File: src/rtl/scoped_elastic_pipe.sv
// Elastic valid/ready pipeline of DEPTH stages. Each stage keeps its valid/data pair in
// its own generate scope. Also provides output parity, occupancy and a sticky upstream-violation flag.
module scoped_elastic_pipe #(
    parameter int WIDTH = 8,
    parameter int DEPTH = 3,
    parameter int CW    = 2
) (
    input  logic             clk,
    input  logic             rst_n,
    input  logic             flush,
    input  logic             in_valid,
    input  logic [WIDTH-1:0] in_data,
    output logic             in_ready,
    output logic             out_valid,
    output logic [WIDTH-1:0] out_data,
    output logic             out_parity,
    input  logic             out_ready,
    output logic [CW-1:0]    occupancy,
    output logic             overflow_err
);

    logic [DEPTH-1:0] vld;
    logic [DEPTH-1:0] adv;
    logic [WIDTH-1:0] dat [DEPTH];
    logic             in_fire;
    logic             out_fire;
    logic [WIDTH-1:0] prev_data;

    task automatic stage_step(
        input  logic             adv_i,
        input  logic             flush_i,
        input  logic             v_cur,
        input  logic [WIDTH-1:0] d_cur,
        input  logic             v_up,
        input  logic [WIDTH-1:0] d_up,
        output logic             v_nxt,
        output logic [WIDTH-1:0] d_nxt
    );
        v_nxt = v_cur;
        d_nxt = d_cur;
        if (adv_i) begin
            v_nxt = v_up;
            // bubbles and flushed words never overwrite the held data
            if (v_up && !flush_i) d_nxt = d_up;
        end
        if (flush_i) v_nxt = 1'b0;
    endtask

    function automatic logic parity_of(input logic [WIDTH-1:0] w);
        logic p;
        p = 1'b0;
        for (int b = 0; b < WIDTH; b++) p = p ^ w[b];
        return p;
    endfunction

    // A stage may advance when it is empty or everything downstream can move.
    always_comb begin
        logic chain;
        chain = out_ready;
        adv   = '0;
        for (int i = DEPTH - 1; i >= 0; i--) begin
            chain  = !vld[i] || chain;
            adv[i] = chain;
        end
    end

    for (genvar i = 0; i < DEPTH; i++) begin : g_stage
        logic             v;
        logic [WIDTH-1:0] d;
        logic             v_up;
        logic             v_nxt;
        logic [WIDTH-1:0] d_up;
        logic [WIDTH-1:0] d_nxt;

        if (i == 0) begin : g_head
            assign v_up = in_valid;
            assign d_up = in_data;
        end else begin : g_link
            assign v_up = vld[i-1];
            assign d_up = dat[i-1];
        end

        always_comb stage_step(adv[i], flush, v, d, v_up, d_up, v_nxt, d_nxt);

        always_ff @(posedge clk or negedge rst_n) begin
            if (!rst_n) begin
                v <= 1'b0;
                d <= '0;
            end else begin
                v <= v_nxt;
                d <= d_nxt;
            end
        end

        assign vld[i] = v;
        assign dat[i] = d;
    end

    assign in_ready   = adv[0];
    assign out_valid  = vld[DEPTH-1];
    assign out_data   = g_stage[DEPTH-1].d;
    assign out_parity = parity_of(dat[DEPTH-1]);
    assign in_fire    = in_valid && in_ready;
    assign out_fire   = out_valid && out_ready;

    always_ff @(posedge clk or negedge rst_n) begin
        if (!rst_n) begin
            occupancy    <= '0;
            overflow_err <= 1'b0;
            prev_data    <= '0;
        end else begin
            prev_data <= in_data;
            // upstream changed its word while stalled
            if (in_valid && !in_ready && (in_data != prev_data)) overflow_err <= 1'b1;
            if (flush)                     occupancy <= '0;
            else if (in_fire && !out_fire) occupancy <= occupancy + 1'b1;
            else if (out_fire && !in_fire) occupancy <= occupancy - 1'b1;
        end
    end

endmodule

File: config.mk
export PLATFORM = sky130hd
export DESIGN_NAME = scoped_elastic_pipe
export DESIGN_NICKNAME = d
export VERILOG_FILES = /design/src/rtl/scoped_elastic_pipe.sv
export SDC_FILE = /design/constraint.sdc
export NUM_CORES = 1
export LEC_CHECK = 0
export BUFFER_PORTS_ARGS = -buffer_cell sky130_fd_sc_hd__buf_4
export CAP_MARGIN = 40
export CORE_MARGIN = 1.5
export CORE_UTILIZATION = 40
export DETAILED_ROUTE_END_ITERATION = 7
export GPL_ROUTABILITY_DRIVEN = 0
export GPL_TIMING_DRIVEN = 0
export MAX_ROUTING_LAYER = met4
export PLACE_DENSITY = 0.71
export SYNTH_ARGS = -nofsm -noshare
export SYNTH_HDL_FRONTEND = slang
export SYNTH_SLANG_ARGS = --single-unit
File: constraint.sdc
create_clock -name clk -period 2.6 [get_ports clk]
set_input_delay 0 -clock clk [delete_from_list [all_inputs] [get_ports clk]]
set_output_delay 0 -clock clk [all_outputs]
set_load 0.02 [all_outputs]
# Yosys cells after proc, flatten, opt, wreduce, memory -nomap -nowiden
# Index checks and enable logic that the tools add are counted.
# Widths: inputs -> output; s select.
[totals]
reg_bits = 38
inputBits = 13
out_inout_bits = 14
wordCells = 54
[classes]
addsub = 2
n_eq_ne = 1
mux = 9
bitwise_logic = 7
n_reduce_logical = 26
[op_table]
columns = ["cell", "count"]
rows = [
  ["$logic_and 1x1->1", 9],
  ["$ne 8x8->1", 1],
  ["$logic_not 1->1", 7],
  ["$xor 1x1->1", 7],
  ["$mux 1", 6],
  ["$mux 2", 3],
  ["$reduce_and 2->1", 3],
  ["$reduce_bool 2->1", 3],
  ["$logic_or 1x1->1", 3],
  ["$reduce_bool 3->1", 1],
  ["$add 2x1->2 const B", 1],
  ["$sub 2x1->2 const B", 1],
]

# Depth between registers and ports, before layout
# Gate-level depths: netlist of the first run.
[depth]
depth_word = 10
depth_mapped = 4

# Worst setup path after synthesis of the first run
# No wires, ideal clock.
[synth_path]
path_type = "register to register"
from = "register g_stage[2].v (netlist: out_valid)"
to = "register g_stage[0].d[0]"
arrival_ps = 1373
required_time_ps = 2475
slack_ps = 1102
stages_incl_launch_ff = 5
n_path_buf = 0
synth_period_minus_slack_ps = 1498
path_cell_list = "dfrtp_1 nor2b_4 nand2_4 nand3b_2 mux2_2"
[synth_via]
elab_chain_len = 5
[synth_lines]
columns = ["item", "line_no", "text"]
rows = [
  ["start: declaration", "68", "logic v;"],
  ["start signal: assignment", "90", "v <= v_nxt;"],
  ["$logic_not 1->1", "62", "chain = !vld[i] || chain;"],
  ["$logic_or 1x1->1 (3 in a row)", "62", ""],
  ["named net in_ready", "13", "output logic in_ready,"],
  ["$reduce_and 2->1 (no line)", "n/a", ""],
  ["end signal: assignment", "91", "d <= d_nxt;"],
  ["end: declaration", "69", "logic [WIDTH-1:0] d;"],
]
# The timed path passes the listed nets, and every way through them passes these cells.
# A chain may end at the register's enable or synchronous reset.

# Final worst setup path of the first run
[layout_path]
from = "register g_stage[2].v (netlist: out_valid)"
to = "register g_stage[0].v"
[layout_via]
elab_chain_len = 5
[layout_lines]
columns = ["item", "line_no"]
rows = [
  ["$logic_not 1->1", "62"],
  ["$logic_or 1x1->1 (3 in a row)", "62"],
  ["$reduce_bool 2->1 (no line)", "n/a"],
  ["end signal: assignment", "90"],
  ["end: declaration", "68"],
]
# Every way passes these cells.

==> results of run 1 <==
==> per-layer routing <==
metal  track usage, %  up-vias
met5                -        -
met1             15.3      465
met4             8.33        0
li1                 -      457
met3             3.77        8
met2             20.6       18
==> layout make-up <==
type / count / area, µm²
plain buffers: 1 / 11.3
repair buffers: 36 / 298
inverters: 2 / 7.51
multi-input cells: 67 / 606
fillers: 313 / 1710
flip-flops and latches: 38 / 951
well taps: 48 / 60.1
clock buffers: 7 / 76.3
==> synth_stat cells <==
master / n
and3b_1: 1
nor4_1: 2
nor3b_1: 1
o21a_1: 1
nand2_4: 1
nor3b_4: 1
nor2b_4: 1
dfrtp_1: 38
buf_6: 1
nor3_1: 1
nand2_1: 2
nor2b_1: 1
nand2b_1: 1
o31ai_1: 1
xnor2_1: 6
a41o_2: 1
and2_2: 1
o211a_1: 1
nor2_1: 4
inv_1: 2
mux2_2: 24
nand3b_2: 2
xor2_1: 9
a21oi_1: 3
o21ai_0: 2
==> cells by family (layout without fill, tap and decap cells) <==
kind of cell	after synthesis	after routing
muxes	24	24
AOI/OAI and AO/OA	9	9
buffers and inverters	3	46
xor gates and xnor gates	15	15
DFF	38	38
and+or+nand+nor	19	19
==> through the flow <==
step           hold slack, ns  setup WS, ns  std cells
2_1_floorplan          -0.296          1.10        108
3_3_place_gp          -0.0224          1.16        181
3_5_place_dp          -0.0132          1.14        181
4_1_cts                0.0244          1.12        199
5_1_grt                0.0389          1.01        199
6_report               0.0287          1.13        199
==> worst max path at each step <==
stage | endpoint | slack [ns]
finish | g_stage[0].v | 1.13
global route | g_stage[0].v | 1.01
CTS | out_data[2] | 1.12
detailed placement | out_data[2] | 1.14
global placement | out_data[1] | 1.16
floorplan | g_stage[0].d[0] | 1.10
==> sequential cells by signal (all words and copies together), names as in the netlist <==
register,flops
out_valid,1
g_stage.d,16
out_data,8
overflow_err,1
prev_data,8
g_stage.v,2
occupancy,2
==> power groups by stage <==
stage | registers, mW | logic [mW] | clock network, mW
3_5_place_dp | 0.809 | 0.641 | 0
5_1_grt | 0.813 | 0.685 | 0.401
4_1_cts | 0.798 | 0.654 | 0.377
3_3_place_gp | 0.800 | 0.630 | 0
2_1_floorplan | 0.857 | 0.341 | 0
6_report | 0.795 | 0.645 | 0.372
==> metrics, run 1 <==
Die Wd=around 66 µm; Post-Synth Simple-Gate Area=under 10%; row count=22; met2 WL=1.22 mm; CP delay by family, top=buffers and inverters; Hold Crit Start=in_valid; Final #Nets=164; Avg Cell Area, Syn=14.6 µm²; final hold vios=0; Static Leak=approximately 0.92 nW; pin count of the biggest net entering global routing=39; startpoint types=flip-flop; RSZ-0062 raised after global routing=false; Worst path depth=4; Yosys warning total=0; Clk Latency, worst-skew pair=about 0.28 ns; relative slew slack=slightly below 70%; PwrDens=between 900 and 1000 nW/µm²; # Max-Cap Violations=0; grt ovf=0; max incr delay on CP=0.55 ns; # IOs=27; Post-route DRC=0; Synth cell types=25; reg2reg end=g_stage[0].v; Worst-path clk slew=approximately 0.07 ns; syn nets=between 100 and 150; XOR/XNOR Fraction of Synth Area=about 8.3%; initial antenna violation count=0; CORE AREA=roughly 3700 µm²; Worst Path Arrival=about 1.7 ns; starting density of the core=a little over two fifths; Final Cell Area=2010 µm²; Period minus WS final=approximately 1.5 ns; Syn Inst Count=108; Met1 Wirelength=between 1 and 1.5 mm; critical path startpoint=out_valid; complex-gate fraction of the synthesized area=between 3 and 4%; first-pass GRT wire length=4.07 mm; sequential power share=a little over two fifths; wire length on met3=93 µm; die area=roughly 4300 µm²; Logic pwr share=between 30 and 40%; cells along the critical path=nor2b_4, nand2_4, a21oi_1, dlygate4sd3_1; run status=completed; die height=65.8 µm; Worst Path Max Fanout=6; Util after Layout=54.1%; sequential area share after synthesis=between 60 and 70%; area leader, netlist=dfrtp_1; R2R depth=4; CTS H-Tree Depth=2; Peak VDD IR=approximately 0.50 mV; via count=~950; hold crit path type=in2reg; Yosys reg bits=38; Post-Syn Area=around 1600 µm²; Setup Skew=approximately 0.0035 ns; Clock Path Buffers=2; Power Total=between 1.5 and 2 mW; CP Data Required Time=between 2 and 3 ns; cell with the largest stage delay on the worst path=dlygate4sd3_1; layout cells sized above 1=41.1%; clock root cell=clkbuf_8; Placed Area=between 1500 and 2000 µm²; crit path capture type=flip-flop; Int Pwr=1.24 mW; max-slew violations=0; CP bufs+invs=1; Num CTS Buffers=5; Total GRT Usage=between 10% and 20%; DRT iter0 DRCs=20; largest family of logic cells by synthesized area=multiplexers; Worst-Margin Slew=0.467 ns; Antenna Nets Post-Route=0; Routed WL=2.50 mm; Post CTS Setup Buffer Count=0; most frequent cells in the layout=38 x dfrtp_1, 25 x buf_4, 24 x mux2_2; CTS tree=built; top layer used by detailed routing=met4; setup TNS=0 ns; first drt pass iteration count=4; Switching Share=31.6%; Worst R2R Setup Slack=1.13 ns; Diodes inserted=0; port bufs=25; worst hold stages=2; Post-Synth Adder-Cell Area=0%; critical path class=reg2reg; post-CTS resize count=0; mux share of post-synthesis cell area=between 10% and 20%; synth-to-layout area growth=27.6%; post-synth top area share=around three fifths; Worst R2R Start=out_valid; Setup violations, final=0; Switching Power=between 500 and 600 µW; commonest non-fill, non-tap cell in the layout=dfrtp_1; wire per inst=12.6 µm; vias in the first global route=approximately 900; Post-DP HPWL=~1.8 mm; WHS Endpoint=overflow_err; Sink Count=38; Max Freq=679 MHz; Hold-fix buffers, CTS=11; routed vias/inst=roughly 4.8; Clk network pwr share=20.5%; synth top area cells=dfrtp_1 60%, mux2_2 17%, xor2_1 5.0%, xnor2_1 3.3%, nand3b_2 1.4%; period utilization=between 50 and 60%
No activity file was read; power rests on OpenSTA's default activity.
==> run 2: changes to the inputs <==
Clock period 2.6 ns to 1.4 ns, I/O delays scaled along.
==> run 2 against run 1 <==
Effect of this change: die area did not move; first-iteration DRC count is 10% lower; worst hold slack gained 0.013 ns; via count is 2.5% higher; global-route usage grew 1.6 points; critical path depth did not move; sequential share of layout area shrank 3.4 points; flip-flop and latch count did not move; largest cell class unchanged; largest power group unchanged.
==> metrics, run 2 (synthesis gave the netlist of run 1 again) <==
port bufs=25 (unchanged); Logic pwr share=39.6% (was 35.6%); via count=972 (was 948); Util after Layout=58.3% (was 54.1%); crit path capture type=flip-flop (unchanged); Die Wd=65.8 µm (unchanged); Diodes inserted=0 (unchanged); startpoint types=flip-flop (unchanged); Antenna Nets Post-Route=0 (unchanged); Worst Path Arrival=1.56 ns (was 1.70 ns); PwrDens=1710 nW/µm² (was 902 nW/µm²); grt ovf=0 (unchanged); # Max-Cap Violations=0 (unchanged); CORE AREA=3720 µm² (unchanged); Worst-path clk slew=0.07 ns (about the same); Setup violations, final=0 (unchanged); sequential power share=40.0% (was 43.9%); commonest non-fill, non-tap cell in the layout=dfrtp_1 (unchanged); Clk Latency, worst-skew pair=0.29 ns (was 0.28 ns); RSZ-0062 raised after global routing=true (was false); Worst-Margin Slew=0.462 ns (was 0.467 ns); pin count of the biggest net entering global routing=39 (unchanged); Max Freq=720 MHz (was 679 MHz); Clock Path Buffers=2 (unchanged); final hold vios=0 (unchanged); die area=4320 µm² (unchanged); Clk network pwr share=20.4% (was 20.5%); routed vias/inst=4.72 (was 4.76); Final #Nets=170 (was 164); die height=65.8 µm (unchanged); Power Total=3.70 mW (was 1.81 mW); max-slew violations=0 (unchanged); Switching Share=31.2% (was 31.6%); Worst Path Max Fanout=8 (was 6); Placed Area=1830 µm² (was 1820 µm²); relative slew slack=69.2% (was 68.8%); initial antenna violation count=0 (unchanged); Post-DP HPWL=1.77 mm (was 1.79 mm); Setup Skew=0.00762 ns (was 0.00351 ns); CTS tree=built (unchanged); first drt pass iteration count=3 (was 4); critical path class=reg2reg (unchanged); Peak VDD IR=0.771 mV (was 0.496 mV); Period minus WS final=1.39 ns (was 1.47 ns); CP Data Required Time=1.57 ns (was 2.82 ns); first-pass GRT wire length=4.60 mm (was 4.07 mm); # IOs=27 (unchanged); Int Pwr=2.54 mW (was 1.24 mW); Num CTS Buffers=5 (unchanged); Biggest register=g_stage.d (unchanged); row count=22 (unchanged); Sink Count=38 (unchanged); CTS H-Tree Depth=2 (unchanged); period utilization=99.2% (was 56.7%); wire per inst=13.0 µm (was 12.6 µm); Routed WL=2.69 mm (was 2.50 mm); synth-to-layout area growth=37.5% (was 27.6%); starting density of the core=42.4% (unchanged); max FFs per register=16 (unchanged); layout cells sized above 1=48.7% (was 41.1%); Worst R2R Setup Slack=0.01 ns (was 1.13 ns); Static Leak=1.01 nW (was 0.924 nW); DRT iter0 DRCs=18 (was 20); vias in the first global route=1028 (was 919); run status=completed (unchanged); hold crit path type=in2reg (unchanged); clock root cell=clkbuf_8 (unchanged); most frequent cells in the layout=37 x dfrtp_1, 30 x buf_4, 16 x mux2_2 (was 38 x dfrtp_1, 25 x buf_4, 24 x mux2_2); Total GRT Usage=14.9% (was 13.3%); Final Cell Area=2170 µm² (was 2010 µm²); Post-route DRC=0 (unchanged); Switching Power=1.16 mW (was 573 µW)
## run 2: repair_timing
| item | 4_1_cts | 5_1_grt |
|---|---|---|
| hold endpoints to repair | 58 | 0 |
| setup buffers | 1 | 5 |
| gates cloned | 0 | 0 |
| pin swaps | 1 | 3 |
| gates resized for setup | 2 | 12 |
| endpoints found under the setup margin | 17 | 18 |
| hold buffers | 11 | 0 |
## run 2: area by class of cell
cell class	instances	area, µm²
plain buffers	1	11.3
clock buffers	6	82.6
clock inverters	2	12.5
fillers	302	1550
inverters	2	7.51
multi-input cells	67	684
flip-flops and latches	38	952
well taps	48	60.1
repair buffers	42	355
## run 2: power by group through the flow
stage          logic, mW  clock network (mW)  registers, mW
4_1_cts             1.22               0.790           1.48
5_1_grt             1.56               0.839           1.51
6_report            1.47               0.754           1.48
3_5_place_dp        1.19                   0           1.50
3_3_place_gp        1.17                   0           1.48
2_1_floorplan      0.634                   0           1.59
## run 2: final timing paths
path,startpoint,endpoint,cells past startpoint
hold reg to reg,overflow_err,overflow_err,1
setup / recovery,out_valid,out_data[7],4
max in group asynchronous,rst_n,out_valid,2
min in group asynchronous,rst_n,g_stage[1].d[0],2
hold / removal,out_ready,out_valid,4
setup reg to reg,out_valid,out_data[7],4
## run 2: critical path, stage by stage (launching register included)
cell and delay, ns:
dfrtp_2 0.42, nor2b_4 0.17, nor3b_4 0.23, buf_12 0.17, mux2_4 0.29
## run 2: per-stage QoR
stage	setup TNS, ns	std cells	hold slack [ns]	setup slack [ns]
CTS	0	201	0.0234	0.00178
finish	0	206	0.0413	0.0110
detailed placement	-0.591	181	-0.0116	-0.0761
global placement	-0.317	181	-0.0238	-0.0405
floorplan	-0.211	108	-0.296	-0.0264
global route	-0.508	206	0.0697	-0.0427
## run 2: routing by layer
layer	global-route usage (%)	part of all wire, %	vias up
met1	17.1	44	482
met5	-	0	-
li1	-	-	469
met2	23.5	51	17
met3	5.14	3.8	4
met4	7.03	1.2	0
==> run 3: changes to the inputs <==
==> constraint.sdc (replaced) <==
create_clock -name clk -period 1.4 [get_ports clk]
set_input_delay 0.21 -clock clk [delete_from_list [all_inputs] [get_ports clk]]
set_output_delay 0.21 -clock clk [all_outputs]
set_load 0.02 [all_outputs]
==> run 3 against run 2 <==
Effect of this change: the flow now finishes with violations (setup timing); clock-buffer cell count fell by 1; largest cell class unchanged; first-iteration DRC count fell by 61%; combinational power barely moved; global-route usage fell by 1.3 points; critical endpoint is now out_parity; highest routed layer unchanged; power fell by 1.8%; non-clock buffer count fell by 7.
==> metrics, run 3 (synthesis gave the netlist of run 1 again) <==
via count=959 (was 972); die area=4320 µm² (unchanged); relative slew slack=69.9% (was 69.2%); Clock Path Buffers=2 (unchanged); reg2reg end=out_data[2] (was out_data[7]); DRT iter0 DRCs=7 (was 18); final hold vios=0 (unchanged); # Max-Cap Violations=0 (unchanged); Total GRT Usage=13.6% (was 14.9%); # IOs=27 (unchanged); most frequent cells in the layout=37 x dfrtp_1, 33 x buf_4, 24 x mux2_2 (was 37 x dfrtp_1, 30 x buf_4, 16 x mux2_2); Biggest register=g_stage.d (unchanged); critical path class=reg2out (was reg2reg); first-pass GRT wire length=4.20 mm (was 4.60 mm); final setup margin=-0.171 ns (was 0.0110 ns); failing checks=setup timing; Post-route DRC=0 (unchanged); synth-to-layout area growth=29.6% (was 37.5%); Period minus WS final=1.57 ns (was 1.39 ns); Fin Hold WS=0.0514 ns (was 0.0413 ns); hold crit path type=in2reg (unchanged); Routed WL=2.43 mm (was 2.69 mm); row count=22 (unchanged); first drt pass iteration count=3 (unchanged); Static Leak=0.959 nW (was 1.01 nW); startpoint types=flip-flop (unchanged); Final Cell Area=2040 µm² (was 2170 µm²); Placed Area=1840 µm² (was 1830 µm²); Post-DP HPWL=1.76 mm (was 1.77 mm); layout cells sized above 1=52.0% (was 48.7%); die height=65.8 µm (unchanged); clock root cell=clkbuf_8 (unchanged); Worst R2R Start=out_valid (unchanged); Placement Setup Slack=-0.0703 ns (was -0.0761 ns); CORE AREA=3720 µm² (unchanged); Clk Latency, worst-skew pair=0.29 ns (about the same); Worst-path clk slew=0.07 ns (about the same); wire per inst=12.3 µm (was 13.0 µm); Worst Path Arrival=1.36 ns (was 1.56 ns); pin count of the biggest net entering global routing=39 (unchanged); Sink Count=38 (unchanged); Worst Path Max Fanout=2 (was 8); grt ovf=0 (unchanged); CTS H-Tree Depth=2 (unchanged); port bufs=25 (unchanged); starting density of the core=42.4% (unchanged); critical path startpoint=out_data[2] (was out_valid); period utilization=112% (was 99.2%); Max Freq=636 MHz (was 720 MHz); Final #Nets=163 (was 170); Worst R2R Setup Slack=0.04 ns (was 0.01 ns); PwrDens=1780 nW/µm² (was 1710 nW/µm²); RSZ-0062 raised after global routing=true (unchanged); Setup violations, final=1 (was 0); CTS tree=built (unchanged); max-slew violations=0 (unchanged); Num CTS Buffers=5 (unchanged); routed vias/inst=4.84 (was 4.72); Setup Skew=0.00385 ns (was 0.00762 ns); Power Total=3.63 mW (was 3.70 mW); Die Wd=65.8 µm (unchanged); setup TNS=-0.171 ns (was 0 ns); CP Data Required Time=1.19 ns (was 1.57 ns); Setup crit end=out_parity (was out_data[7]); crit path capture type=primary output (was flip-flop); vias in the first global route=936 (was 1028); initial antenna violation count=0 (unchanged); Diodes inserted=0 (unchanged); Fill cells=334 (was 302); worst hold stages=1 (was 4); Peak VDD IR=0.787 mV (was 0.771 mV); max FFs per register=16 (unchanged); commonest non-fill, non-tap cell in the layout=dfrtp_1 (unchanged); Worst-Margin Slew=0.452 ns (was 0.462 ns); Antenna Nets Post-Route=0 (unchanged); run status=complete, but fails checks (was completed); R2R depth=4 (unchanged)
-- run 3: changes by cell type in the layout (fill, tap and decap cells not counted), sizes merged --
cell         change
clkinv           +1
clkbuf           -1
clkinvlp         -1
dlygate4sd3     -10
buf              +3
-- run 3: per-stage QoR --
stage	instances	util (%)
after floorplan	108	-
after global placement	181	49.5
after detailed placement	181	49.5
after CTS	197	54.7
after global routing	198	54.9
final	198	54.9
-- run 3: power breakdown --
part | internal, mW | switching (mW) | leakage, nW | total (mW)
sequential | 1.32 | 0.150 | 0.459 | 1.47
clock | 0.333 | 0.349 | 0.0438 | 0.682
combinational | 0.832 | 0.650 | 0.456 | 1.48
total | 2.48 | 1.15 | 0.959 | 3.63
-- run 3: critical path: stages (launching register included) --
cell and delay (ns):
dfrtp_1 0.41, xnor2_2 0.16, xnor2_2 0.21, xnor2_2 0.13, buf_4 0.15
-- run 3: how the worst min path moves through the flow --
stage / startpoint / end / slack (ns)
after floorplan: rst_n / g_stage[0].d[0] / -0.09
after global placement: rst_n / overflow_err / 0.19
after detailed placement: rst_n / overflow_err / 0.20
after CTS: in_data[2] / prev_data[2] / 0.04
after global routing: in_data[0] / prev_data[0] / 0.04
final: in_data[2] / prev_data[2] / 0.05
-- run 3: cell type report --
| class | count | area (µm²) | area share, % |
|---|---|---|---|
| buffer | 1 | 11.3 | 0.551 |
| clock buffer | 5 | 68.8 | 3.37 |
| inverter | 2 | 7.51 | 0.368 |
| sequential | 38 | 952 | 46.6 |
| timing repair buffer | 35 | 278 | 13.6 |
| multi-input combinational | 67 | 654 | 32.0 |
| tap | 48 | 60.1 | 2.94 |
| clock inverter | 2 | 10.0 | 0.490 |
-- run 3: repair_timing --
action / 4_1_cts / 5_1_grt
pin swaps: 4 / 1
hold buffers: 1 / 0
setup buffers: 8 / 1
hold endpoints to repair: 38 / 0
gates resized for setup: 5 / 0
endpoints found under the setup margin: 17 / 16
-- run 3: metal layers --
| metal | routed length [µm] | up-vias | track usage, % |
|---|---|---|---|
| li1 | - | 454 | - |
| met1 | 1040 | 484 | 15.3 |
| met2 | 1240 | 16 | 21.5 |
| met3 | 108 | 5 | 5.14 |
| met4 | 47 | 0 | 6.25 |
| met5 | 0 | - | - |
